===== src/rtl/xdn_ctrl_pkg.sv =====
// Shared opcodes, T-state encoding and control-word layout for the 8-bit bus CPU
// sequencer and its decoder.
package xdn_ctrl_pkg;

    localparam logic [3:0] OP_NOP = 4'h0;
    localparam logic [3:0] OP_LDA = 4'h1;
    localparam logic [3:0] OP_ADD = 4'h2;
    localparam logic [3:0] OP_SUB = 4'h3;
    localparam logic [3:0] OP_STA = 4'h4;
    localparam logic [3:0] OP_LDI = 4'h5;
    localparam logic [3:0] OP_JMP = 4'h6;
    localparam logic [3:0] OP_JC  = 4'h7;
    localparam logic [3:0] OP_JZ  = 4'h8;
    localparam logic [3:0] OP_OUT = 4'hE;
    localparam logic [3:0] OP_HLT = 4'hF;

    typedef enum logic [2:0] {
        T0    = 3'd0,
        T1    = 3'd1,
        T2    = 3'd2,
        T3    = 3'd3,
        T4    = 3'd4,
        THALT = 3'd7
    } tstate_e;

    // Every field is active-high; the top inverts the _n strobes on the way out.
    typedef struct packed {
        logic pc_count_enable;
        logic pc_jump;
        logic pc_output;
        logic mar_load;
        logic ram_load;
        logic ram_output;
        logic ir_load;
        logic ir_output;
        logic a_load;
        logic a_output;
        logic b_load;
        logic alu_output;
        logic alu_subtract;
        logic flags_load;
        logic out_load;
    } ctrl_word_t;

    function automatic tstate_e next_tstate(input tstate_e s, input logic last, input logic halt);
        if (s == THALT || halt)
            return THALT;
        if (last)
            return T0;
        return tstate_e'(s + 3'd1);
    endfunction

endpackage


===== src/rtl/control_decoder.sv =====
// Combinational map from (T-state, opcode, flags) to the control word plus end-of-instruction.
// CONDITIONAL_JUMP_EN enables JC/JZ; otherwise they decode as NOP and the flags are ignored.
module control_decoder
    import xdn_ctrl_pkg::*;
#(
    parameter int OPCODE_WIDTH = 4
) (
    input  tstate_e                 state,
    input  logic [OPCODE_WIDTH-1:0] opcode,
    input  logic                    flag_carry,
    input  logic                    flag_zero,
    output ctrl_word_t              cw,
    output logic                    last,
    output logic                    halt
);

`ifndef CONDITIONAL_JUMP_EN
    logic unused_flags;
    assign unused_flags = flag_carry ^ flag_zero;
`endif

    always_comb begin
        cw   = '0;
        last = 1'b0;
        halt = 1'b0;
        case (state)
            T0: begin
                cw.pc_output = 1'b1;
                cw.mar_load  = 1'b1;
            end
            T1: begin
                cw.ram_output      = 1'b1;
                cw.ir_load         = 1'b1;
                cw.pc_count_enable = 1'b1;
            end
            T2: begin
                last = 1'b1;
                case (opcode)
                    OPCODE_WIDTH'(OP_LDA), OPCODE_WIDTH'(OP_ADD),
                    OPCODE_WIDTH'(OP_SUB), OPCODE_WIDTH'(OP_STA): begin
                        cw.ir_output = 1'b1;
                        cw.mar_load  = 1'b1;
                        last         = 1'b0;
                    end
                    OPCODE_WIDTH'(OP_LDI): begin
                        cw.ir_output = 1'b1;
                        cw.a_load    = 1'b1;
                    end
                    OPCODE_WIDTH'(OP_JMP): begin
                        cw.ir_output = 1'b1;
                        cw.pc_jump   = 1'b1;
                    end
`ifdef CONDITIONAL_JUMP_EN
                    OPCODE_WIDTH'(OP_JC): begin
                        cw.ir_output = flag_carry;
                        cw.pc_jump   = flag_carry;
                    end
                    OPCODE_WIDTH'(OP_JZ): begin
                        cw.ir_output = flag_zero;
                        cw.pc_jump   = flag_zero;
                    end
`endif
                    OPCODE_WIDTH'(OP_OUT): begin
                        cw.a_output = 1'b1;
                        cw.out_load = 1'b1;
                    end
                    OPCODE_WIDTH'(OP_HLT): begin
                        halt = 1'b1;
                        last = 1'b0;
                    end
                    default: ;
                endcase
            end
            T3: begin
                last = 1'b1;
                case (opcode)
                    OPCODE_WIDTH'(OP_LDA): begin
                        cw.ram_output = 1'b1;
                        cw.a_load     = 1'b1;
                    end
                    OPCODE_WIDTH'(OP_ADD), OPCODE_WIDTH'(OP_SUB): begin
                        cw.ram_output = 1'b1;
                        cw.b_load     = 1'b1;
                        last          = 1'b0;
                    end
                    OPCODE_WIDTH'(OP_STA): begin
                        cw.a_output = 1'b1;
                        cw.ram_load = 1'b1;
                    end
                    default: ;
                endcase
            end
            T4: begin
                last = 1'b1;
                if (opcode == OPCODE_WIDTH'(OP_ADD) || opcode == OPCODE_WIDTH'(OP_SUB)) begin
                    cw.alu_output   = 1'b1;
                    cw.a_load       = 1'b1;
                    cw.alu_subtract = (opcode == OPCODE_WIDTH'(OP_SUB));
`ifdef CONDITIONAL_JUMP_EN
                    cw.flags_load   = 1'b1;
`endif
                end
            end
            default: ;
        endcase
    end

endmodule


===== src/rtl/control_sequencer.sv =====
// Micro-step sequencer: T-state register, stall/reset gating and strobe unpacking.
// Optional CONDITIONAL_JUMP_EN (see control_decoder) enables JC/JZ and the flags strobe.
module control_sequencer
    import xdn_ctrl_pkg::*;
#(
    parameter int DATA_WIDTH   = 8,
    parameter int OPCODE_WIDTH = 4
) (
    input  logic                    i_CLOCK,
    input  logic                    i_CLEAR_n,
    input  logic [OPCODE_WIDTH-1:0] i_OPCODE,
    input  logic                    i_FLAG_CARRY,
    input  logic                    i_FLAG_ZERO,
    input  logic                    i_STALL,
    output logic                    o_PC_COUNT_ENABLE,
    output logic                    o_PC_JUMP_n,
    output logic                    o_PC_OUTPUT_n,
    output logic                    o_MAR_LOAD_n,
    output logic                    o_RAM_LOAD_n,
    output logic                    o_RAM_OUTPUT_n,
    output logic                    o_IR_LOAD_n,
    output logic                    o_IR_OUTPUT_n,
    output logic                    o_A_LOAD_n,
    output logic                    o_A_OUTPUT_n,
    output logic                    o_B_LOAD_n,
    output logic                    o_ALU_OUTPUT_n,
    output logic                    o_FLAGS_LOAD_n,
    output logic                    o_OUT_LOAD_n,
    output logic                    o_ALU_SUBTRACT,
    output logic [2:0]              o_TSTATE,
    output logic                    o_HALTED
);

    localparam int unused_data_width = DATA_WIDTH;

    tstate_e    state_reg;
    tstate_e    state_next;
    logic       run_reg;
    logic       dec_last;
    logic       dec_halt;
    logic       strobe_active;
    ctrl_word_t dec_cw;
    ctrl_word_t cw;

    control_decoder #(
        .OPCODE_WIDTH(OPCODE_WIDTH)
    ) u_decoder (
        .state      (state_reg),
        .opcode     (i_OPCODE),
        .flag_carry (i_FLAG_CARRY),
        .flag_zero  (i_FLAG_ZERO),
        .cw         (dec_cw),
        .last       (dec_last),
        .halt       (dec_halt)
    );

    // run_reg keeps the partial cycle after reset release strobe-free, so the
    // first T0 step starts cleanly on the following rising edge.
    always_ff @(posedge i_CLOCK or negedge i_CLEAR_n) begin
        if (!i_CLEAR_n) begin
            state_reg <= T0;
            run_reg   <= 1'b0;
        end else begin
            state_reg <= state_next;
            run_reg   <= 1'b1;
        end
    end

    always_comb begin
        state_next = state_reg;
        if (run_reg && !i_STALL)
            state_next = next_tstate(state_reg, dec_last, dec_halt);
    end

    assign strobe_active = i_CLEAR_n && run_reg && !i_STALL && (state_reg != THALT);
    assign cw            = strobe_active ? dec_cw : '0;

    assign o_PC_COUNT_ENABLE = cw.pc_count_enable;
    assign o_PC_JUMP_n       = ~cw.pc_jump;
    assign o_PC_OUTPUT_n     = ~cw.pc_output;
    assign o_MAR_LOAD_n      = ~cw.mar_load;
    assign o_RAM_LOAD_n      = ~cw.ram_load;
    assign o_RAM_OUTPUT_n    = ~cw.ram_output;
    assign o_IR_LOAD_n       = ~cw.ir_load;
    assign o_IR_OUTPUT_n     = ~cw.ir_output;
    assign o_A_LOAD_n        = ~cw.a_load;
    assign o_A_OUTPUT_n      = ~cw.a_output;
    assign o_B_LOAD_n        = ~cw.b_load;
    assign o_ALU_OUTPUT_n    = ~cw.alu_output;
    assign o_FLAGS_LOAD_n    = ~cw.flags_load;
    assign o_OUT_LOAD_n      = ~cw.out_load;
    assign o_ALU_SUBTRACT    = cw.alu_subtract;
    assign o_TSTATE          = state_reg;
    assign o_HALTED          = (state_reg == THALT);

endmodule

===== config.mk =====
export PLATFORM = sky130hd
export DESIGN_NAME = control_sequencer
export DESIGN_NICKNAME = d
export VERILOG_FILES = /design/src/rtl/xdn_ctrl_pkg.sv /design/src/rtl/control_decoder.sv /design/src/rtl/control_sequencer.sv
export SDC_FILE = /design/constraint.sdc
export NUM_CORES = 1
export LEC_CHECK = 0
export CAP_MARGIN = 10
export CORE_UTILIZATION = 43
export DETAILED_ROUTE_END_ITERATION = 6
export HOLD_SLACK_MARGIN = 0.02
export PLACE_DENSITY = 0.84
export SYNTH_ARGS = -nofsm -noshare
export SYNTH_HDL_FRONTEND = slang
export SYNTH_SLANG_ARGS = --single-unit

===== constraint.sdc =====
create_clock -name i_CLOCK -period 5.11 [get_ports i_CLOCK]
set_input_delay 0.511 -clock i_CLOCK [delete_from_list [all_inputs] [get_ports i_CLOCK]]
set_output_delay 0.511 -clock i_CLOCK [all_outputs]
set_load 0.01 [all_outputs]

==> results of run 1 <==
power by group:
group	internal, W	switching (W)	total, W
Clock	0.0000262	0.0000117	0.0000379
Sequential	0.0000433	0.0000173	0.0000606
Combinational	0.0000897	0.0000882	0.000178
Total	0.000159	0.000117	0.000276
worst max path at each step:
stage | startpoint | endpoint | slack [ns] | depth (start not counted)
2_1_floorplan | o_TSTATE[0]$_DFFE_PN0P_ | o_PC_COUNT_ENABLE | 2.72 | 7
3_3_place_gp | i_CLEAR_n | o_PC_COUNT_ENABLE | 1.61 | 6
3_5_place_dp | i_CLEAR_n | o_PC_COUNT_ENABLE | 1.58 | 6
4_1_cts | o_TSTATE[0]$_DFFE_PN0P_ | o_PC_COUNT_ENABLE | 1.52 | 7
5_1_grt | o_TSTATE[0]$_DFFE_PN0P_ | o_PC_COUNT_ENABLE | 1.31 | 7
6_report | o_TSTATE[0]$_DFFE_PN0P_ | o_PC_COUNT_ENABLE | 1.53 | 7
cell usage in the layout, fill, tap and decap left out, drive strengths merged:
cell and n:
a21oi 2, nor3 2, dfrtp 4, o2111ai 1
clkbuf 3, nor3b 2, nor2b 1, and2b 1
xnor2 1, mux2 1, a221oi 1, nor4bb 1
mux2i 1, clkdlybuf4s50 24, a311oi 1, a22o 2
and3 3, or2b 2, ha 6, inv 5
a31o 1, or2 1, nand3 5, nand4 1
nand2 5, and4b 1, and2 1, o21ai 4
nor4b 2, conb 2, o211ai 2, nor2 4
per-stage QoR:
step,hold WS [ns],instance area [sq um],total power [W]
after floorplan,0.2154,606.8,0.0001777
after global placement,0.6249,824.5,0.0002339
after detailed placement,0.6401,824.5,0.0002389
after CTS,0.4794,847.1,0.0002813
after global routing,0.5095,847.1,0.0003012
final,0.4864,847.1,0.0002764
cells by family (layout without fill, tap and decap cells):
family | count (synthesis) | count (layout) | share of synthesized area (%)
and+or+nand+nor | 32 | 32 | 35.27
adders and majority gates | 6 | 6 | 12.45
other | 1 | 2 | 0.6218
buffers and inverters | 10 | 32 | 9.957
muxes | 2 | 2 | 3.527
DFF | 4 | 4 | 16.60
AOI/OAI and AO/OA | 14 | 14 | 20.13
xor gates and xnor gates | 1 | 1 | 1.453
layout make-up:
type | count | area, sq um | area share [%]
repair buffers | 24 | 240.2 | 28.36
well taps | 15 | 18.77 | 2.216
multi-input cells | 57 | 446.7 | 52.73
flip-flops and latches | 4 | 100.1 | 11.82
clock buffers | 3 | 22.52 | 2.659
inverters | 5 | 18.77 | 2.216
critical path, stage by stage, from the launching register on:
cell and delay [ns]:
sky130_fd_sc_hd__dfrtp_1 0.42, sky130_fd_sc_hd__ha_1 0.26, sky130_fd_sc_hd__ha_1 0.24, sky130_fd_sc_hd__nor4bb_1 0.95, sky130_fd_sc_hd__and2_1 0.30, sky130_fd_sc_hd__nand2_1 0.08, sky130_fd_sc_hd__inv_1 0.05, sky130_fd_sc_hd__clkdlybuf4s50_1 0.52
routing by layer:
layer / up-vias / part of all wire, % / GRT usage [%]
li1: 298 / - / -
met4: 0 / 0 / 7.759
met5: - / 0 / 0
met1: 278 / 43 / 24.22
met2: 15 / 52 / 36.48
met3: 0 / 4.6 / 0
==> results by stage, run 1 <==
Status:
- The run finished with clean final reports.

Layout:
- Cells with a size suffix above 1 make up 12.90% of the layout.
- The final-layout fill cell count is 120.
- The layout net count is between 100 and 150.
- The layout overhead on the synthesized area is 40.46%.
- At the end of the flow the core is filled with cells to between 60 and 70%.
- The number of flip-flops under the largest register name is 3.
- The antenna diode count is 0.
- For this run, the number of standard cells in the final layout without fillers is 108.

Detailed routing:
- For this block, the initial DRC count from the detailed router was 12.
- The iteration count of the initial detailed-routing pass is 4.
- The count of nets left with antenna violations once routing finished came out at 0.
- Dividing the detail-routed via count by the number of cells gives about 5.5.
- The total number of vias is slightly below 600.
- The average routed wire per standard cell is about 12 um.
- After detailed routing, the number of remaining DRC violations is 0.
- The sum of routed wire length over all layers is roughly 1300 um.

Clock tree:
- The post-cts sizing count is 0.
- The root buffer cell chosen for the clock tree is sky130_fd_sc_hd__clkbuf_4.
- The number of buffers inserted by post-CTS setup repair is 0.
- The later-pin clock latency in the skew report is between 0.2 and 0.25 ns.
- TritonCTS built the clock tree.
- CTS built an H-tree with a depth of 1.
- After clock tree synthesis, the flow added hold-fix buffers numbering 0.
- The clock sink count is 4.
- The number of buffers added by the clock tree synthesis step is 3.
- The clock passes through at most 2 buffers.
- After clock tree synthesis, the clock-pin slew on the worst setup and hold paths is approximately 0.040 ns.

Synth:
- The biggest area contributor in the post-synthesis netlist is sky130_fd_sc_hd__dfrtp_1.
- The synthesized area divided by synthesized cell count is roughly 8.6 sq um.
- In this run the cell area of the synthesized design comes to just over 600 sq um.
- The synthesis-stage register bit count is 4.
- The number of cells produced by synthesis is 70.
- The synthesized design contains 0 enable-type register cells.
- After synthesis, the most frequently instantiated cells are sky130_fd_sc_hd__ha_1, sky130_fd_sc_hd__inv_1, sky130_fd_sc_hd__nand2_1, sky130_fd_sc_hd__nand3_1.
- The most used standard cell by instance count after synthesis is sky130_fd_sc_hd__ha_1.
- For this run, the register share of the synthesized area comes to roughly 17%.
- The Yosys warning count is 0.
- The count of unique library cells instantiated by Yosys is 36.
- Summed over its instances, the top area cell type makes up 16.60% of the synthesized netlist area.
- The top flip-flop cell by instance count after synthesis is sky130_fd_sc_hd__dfrtp_1.
- After synthesis, the cell types taking the most area are sky130_fd_sc_hd__dfrtp_1, sky130_fd_sc_hd__ha_1, sky130_fd_sc_hd__a311oi_4, sky130_fd_sc_hd__nand3_1, sky130_fd_sc_hd__nor4b_4.
- The fraction of registers with async set/reset is 100.0%.

Power and ir drop:
- Dividing total power by cell area gives a power density of ~330 mW/mm^2.
- The static leakage power is around 0.35 nW.
- The worst vdd rail ir drop is ~250 uV.

Min path:
- The class of the tightest hold or removal check is input pin to asynchronous set/reset pin.

Critical path:
- Measured in cells, the most critical reg-to-reg path has a length of 6.
- The destination of the worst register-to-register timing path is o_TSTATE[0]$_DFFE_PN0P_.
- In this run the register-to-register setup slack is roughly 3.3 ns.
- The type of the setup path with the least slack is flip-flop to output port.
- At the worst endpoint, the required time is 4.60 ns.
- The startpoint kind of the worst setup timing path is a flip-flop.
- The startpoint of the worst-slack reg-to-reg timing path is o_TSTATE[0]$_DFFE_PN0P_.
- STA classifies the critical path endpoint as an output port.
- The signal arrival time at the worst endpoint is ~3.1 ns.
- In this run the worst path has a maximum fanout of 8.

Global routing:
- Entering global routing, the biggest net connects 11 pins.
- The number of global-route vias before repair was between 500 and 600.
- The aggregate global routing overflow is 0.
- The first global-routing pass estimated around 2100 um of wire.
- The initial antenna violation count is 0.
- The total track usage is roughly 20%.

Place:
- The detailed placer's ending HPWL is 1035 um.
- The congestion estimate from routability-driven global placement came to 0.8184.
- Port buffering added 24 buffers.
- OpenSTA, run right after detailed placement, puts the worst setup slack at approximately 1.6 ns.
- Including well taps, the total number of placed cells is between 100 and 150.

Floorplanning:
- The overall die height is roughly 39 um.
- The core region area is about 0.0013 sq mm.
- The floorplan has 13 rows.
- The starting utilization of the core area is around 46%.
- Measured along the x axis, the die boundary spans ~39 um.
- The die footprint is roughly 0.0016 sq mm.
- 28 I/O pins were placed.

Timing:
- Headroom to the max-slew limit came out at about a quarter.
- Setup repair after global routing left no endpoint under its margin.
- The portion of the clock cycle consumed by the worst path in the final layout is around 70%.
- Based on the critical path, the design can be clocked at up to roughly 280 MHz.
- The transition time at the pin with the least slew margin is ~1.1 ns.
- The final worst slack is 1.532 ns.
- The largest clock skew in the final design is 0.001946 ns.
- The total count of hold-check failures in the final report was 0.
- The clock period minus worst slack is around 3.6 ns.
- The final number of max-transition violations is 0.
- Setup violations remaining at the end of the flow were counted as 0.
- For the final routed database, the setup TNS stands at 0 ns.

Run:
- The max-cap violation count is 0.
Power figures use the tool's default switching activity.
==> inputs of run 2 (changes only) <==
Settings changed: CORE_UTILIZATION 43 to 36, PLACE_DENSITY 0.84 to 0.75.
Clock period 5.11 ns to 3 ns, I/O delays scaled along.
==> results by stage, run 2 (synthesis results as in run 1) <==
Critical path:
- In this run the critical register-to-register path is launched from o_TSTATE[0]$_DFFE_PN0P_.
- The most frequent cell on the critical path is sky130_fd_sc_hd__ha_1.
- For this run, the slowest stage of the critical path takes roughly 0.52 ns.
- Measured in cells, the most critical reg-to-reg path has a length of 6.
- The startpoint kind of the worst setup timing path is a flip-flop.
- The critical-path cell with the highest stage delay is sky130_fd_sc_hd__clkdlybuf4s50_1.
- The worst endpoint required time is about 2.7 ns.
- Walking the worst path, the cells encountered are ha_1 -> ha_1 -> nor4bb_1 -> buf_4 -> and2_1 -> nand2_1 -> inv_1 -> clkdlybuf4s50_1.
- The critical path depth in cells is 8.
- The worst setup path is captured at an output port.
- The launching instance or port of the critical path is o_TSTATE[0]$_DFFE_PN0P_.
- The cell family contributing the most delay on the critical path is buffers and inverters.
- Data on the critical path arrives at its endpoint at approximately 2.5 ns.
- The largest driver fanout on the critical path is 8.
- The type of the setup path with the least slack is flip-flop to output port.
- Counting both buffers and inverters, the worst setup path holds a total of 3.

Detailed routing:
- In the final routed layout, each cell accounts on average for 11.83 um.
- In this run the remaining antenna-violating nets after routing total 0.
- The sum of routed wire length over all layers is 1337 um.
- For this block, the initial DRC count from the detailed router was 6.
- Across all layers, the routed design uses ~620 vias.
- The via count normalized by instance count is 5.522.
- For this run, design rule violations remaining after detail routing come to 0.
- The first TritonRoute pass finished after 4 iterations.

Timing:
- Derived from the worst setup path, the maximum achievable clock frequency is about 350 MHz.
- Setup repair after global routing left no endpoint under its margin.
- The setup-violating endpoint count in the final report is 0.
- The total count of hold-check failures in the final report came to 0.
- The sum of negative setup slack is 0 ns.
- The portion of the clock cycle consumed by the worst path in the final layout is 94.12%.
- The worst path needs between 2 and 3 ns of the cycle, external delays included.
- The final number of max-transition violations is 0.
- For the final database, setup skew stands at around 0.0012 ns.

Global routing:
- For met3 alone, demand over resource in global routing was 3.404%.
- The number of global-route vias before repair is about 550.
- The largest net degree at the start of global routing is 11.
- The global routing stage identified its most utilized layer as met2.
- The initial antenna violation count came to 0.
- The total track usage is 16.04%.
- The aggregate global routing overflow is 0.
- The first global-routing pass estimated 2283 um of wire.
- For this run, global-route usage on met2 was measured as approximately a quarter.
- The met1 routing resource usage after global routing is 20.93%.

Floorplanning:
- The floorplan has 14 rows.
- The starting utilization of the core area is around two fifths.
- For this design the top-level I/O count stands at 28.
- The die footprint is 0.001843 sq mm.
- The horizontal extent of the die is ~43 um.
- The overall die height is between 40 and 50 um.
- The core region is between 0.0015 and 0.002 sq mm.

Layout:
- At the end of the flow, the number of nets in the layout was roughly 110.
- The antenna diode count is 0.
- Leaving out filler cells and counting taps, the final layout contains between 100 and 150.
- The library cells used most frequently in the layout, excluding fill and tap cells, are sky130_fd_sc_hd__clkdlybuf4s50_1, sky130_fd_sc_hd__ha_1, sky130_fd_sc_hd__inv_1, sky130_fd_sc_hd__nand2_1, sky130_fd_sc_hd__nand3_1.
- The number of flip-flops under the largest register name is 3.
- The post-route netlist has between 10% and 20% of its cells at a drive strength greater than 1.
- The area growth from synthesis to layout is 45.64%.
- The library cell used most frequently in the layout, excluding fill and tap cells, is sky130_fd_sc_hd__clkdlybuf4s50_1.

Clock tree:
- The number of gates resized after CTS was 0.
- After clock tree synthesis, the clock-pin slew on the worst setup and hold paths is around 0.04 ns.
- The number of buffers inserted by post-CTS setup repair is 0.
- The clock net in this run drives a total of 4 sinks.
- The clock tree from TritonCTS is done.
- In this run the number of H-tree levels came out at 1.
- The longest clock path from root to sink contains 2 buffers.
- Buffers inserted during clock tree synthesis total 3.
- The number of buffers inserted for hold repair after clock tree synthesis is 0.
- The root buffer cell chosen for the clock tree is sky130_fd_sc_hd__clkbuf_4.
- The later-pin clock latency in the skew report is ~0.23 ns.

Status:
- The flow ran to the end, and the final reports show no timing, DRC or antenna violations.

Power and ir drop:
- Dividing total power by cell area gives a power density of between 500 and 600 mW/mm^2.
- VDD sags by at most 397.5 uV.
- The static leakage power is 0.3678 nW.

Run:
- The tool flagged a number of max-cap violations equal to 0.

Place:
- Counting tap cells, the placed design contains a total of 110 instances.
- During placement, the flow inserted port buffers numbering 24.
- The placer congestion estimate is roughly 0.76.
- The detailed placer's ending HPWL is ~1000 um.

Min path:
- The tightest min-delay check is of the input pin to asynchronous set/reset pin type.
[run 2: final timing paths]
path	to	slack, ns
worst max-delay path	o_PC_COUNT_ENABLE	0.18
worst min-delay path	o_TSTATE[2]$_DFFE_PN0P_	0.27
worst max register to register	o_TSTATE[0]$_DFFE_PN0P_	1.19
worst min register to register	o_TSTATE[1]$_DFFE_PN0P_	0.64
max in group asynchronous	o_TSTATE[1]$_DFFE_PN0P_	2.56
min in group i_CLOCK	o_TSTATE[1]$_DFFE_PN0P_	0.64
[run 2: routing by layer]
metal / vias up / part of all wire [%]
li1: 304 / -
met1: 303 / 43
met2: 17 / 50
met3: 0 / 6.5
met4: 0 / 0
met5: - / 0
[run 2: cell type report]
class	instances	area [sq um]
Tap cell	16	20.02
Multi-Input combinational cell	57	446.7
Fill cell	141	663.1
Sequential cell	4	100.1
Timing Repair Buffer	28	270.3
Inverter	5	18.77
Clock buffer	3	22.52
[run 2: report_power, final]
part / switching (W) / internal [W]
sequential: 0.0000303 / 0.0000737
clock: 0.0000198 / 0.0000446
combinational: 0.000147 / 0.000155
total: 0.000197 / 0.000274
[run 2: metrics by stage]
step                      worst slack, ns  instance area (sq um)  hold WS [ns]  util (%)  total power (W)
after floorplan                    0.8196                  606.8      0.004409         -        0.0003028
after global placement             0.4380                  855.8        0.5161     55.52        0.0004046
after detailed placement           0.4170                  855.8        0.5216     55.52        0.0004035
after CTS                          0.1537                  878.3        0.2708     56.98        0.0004763
after global routing              0.03082                  878.3        0.2833     56.98        0.0005160
final                              0.1764                  878.3        0.2750     56.98        0.0004704
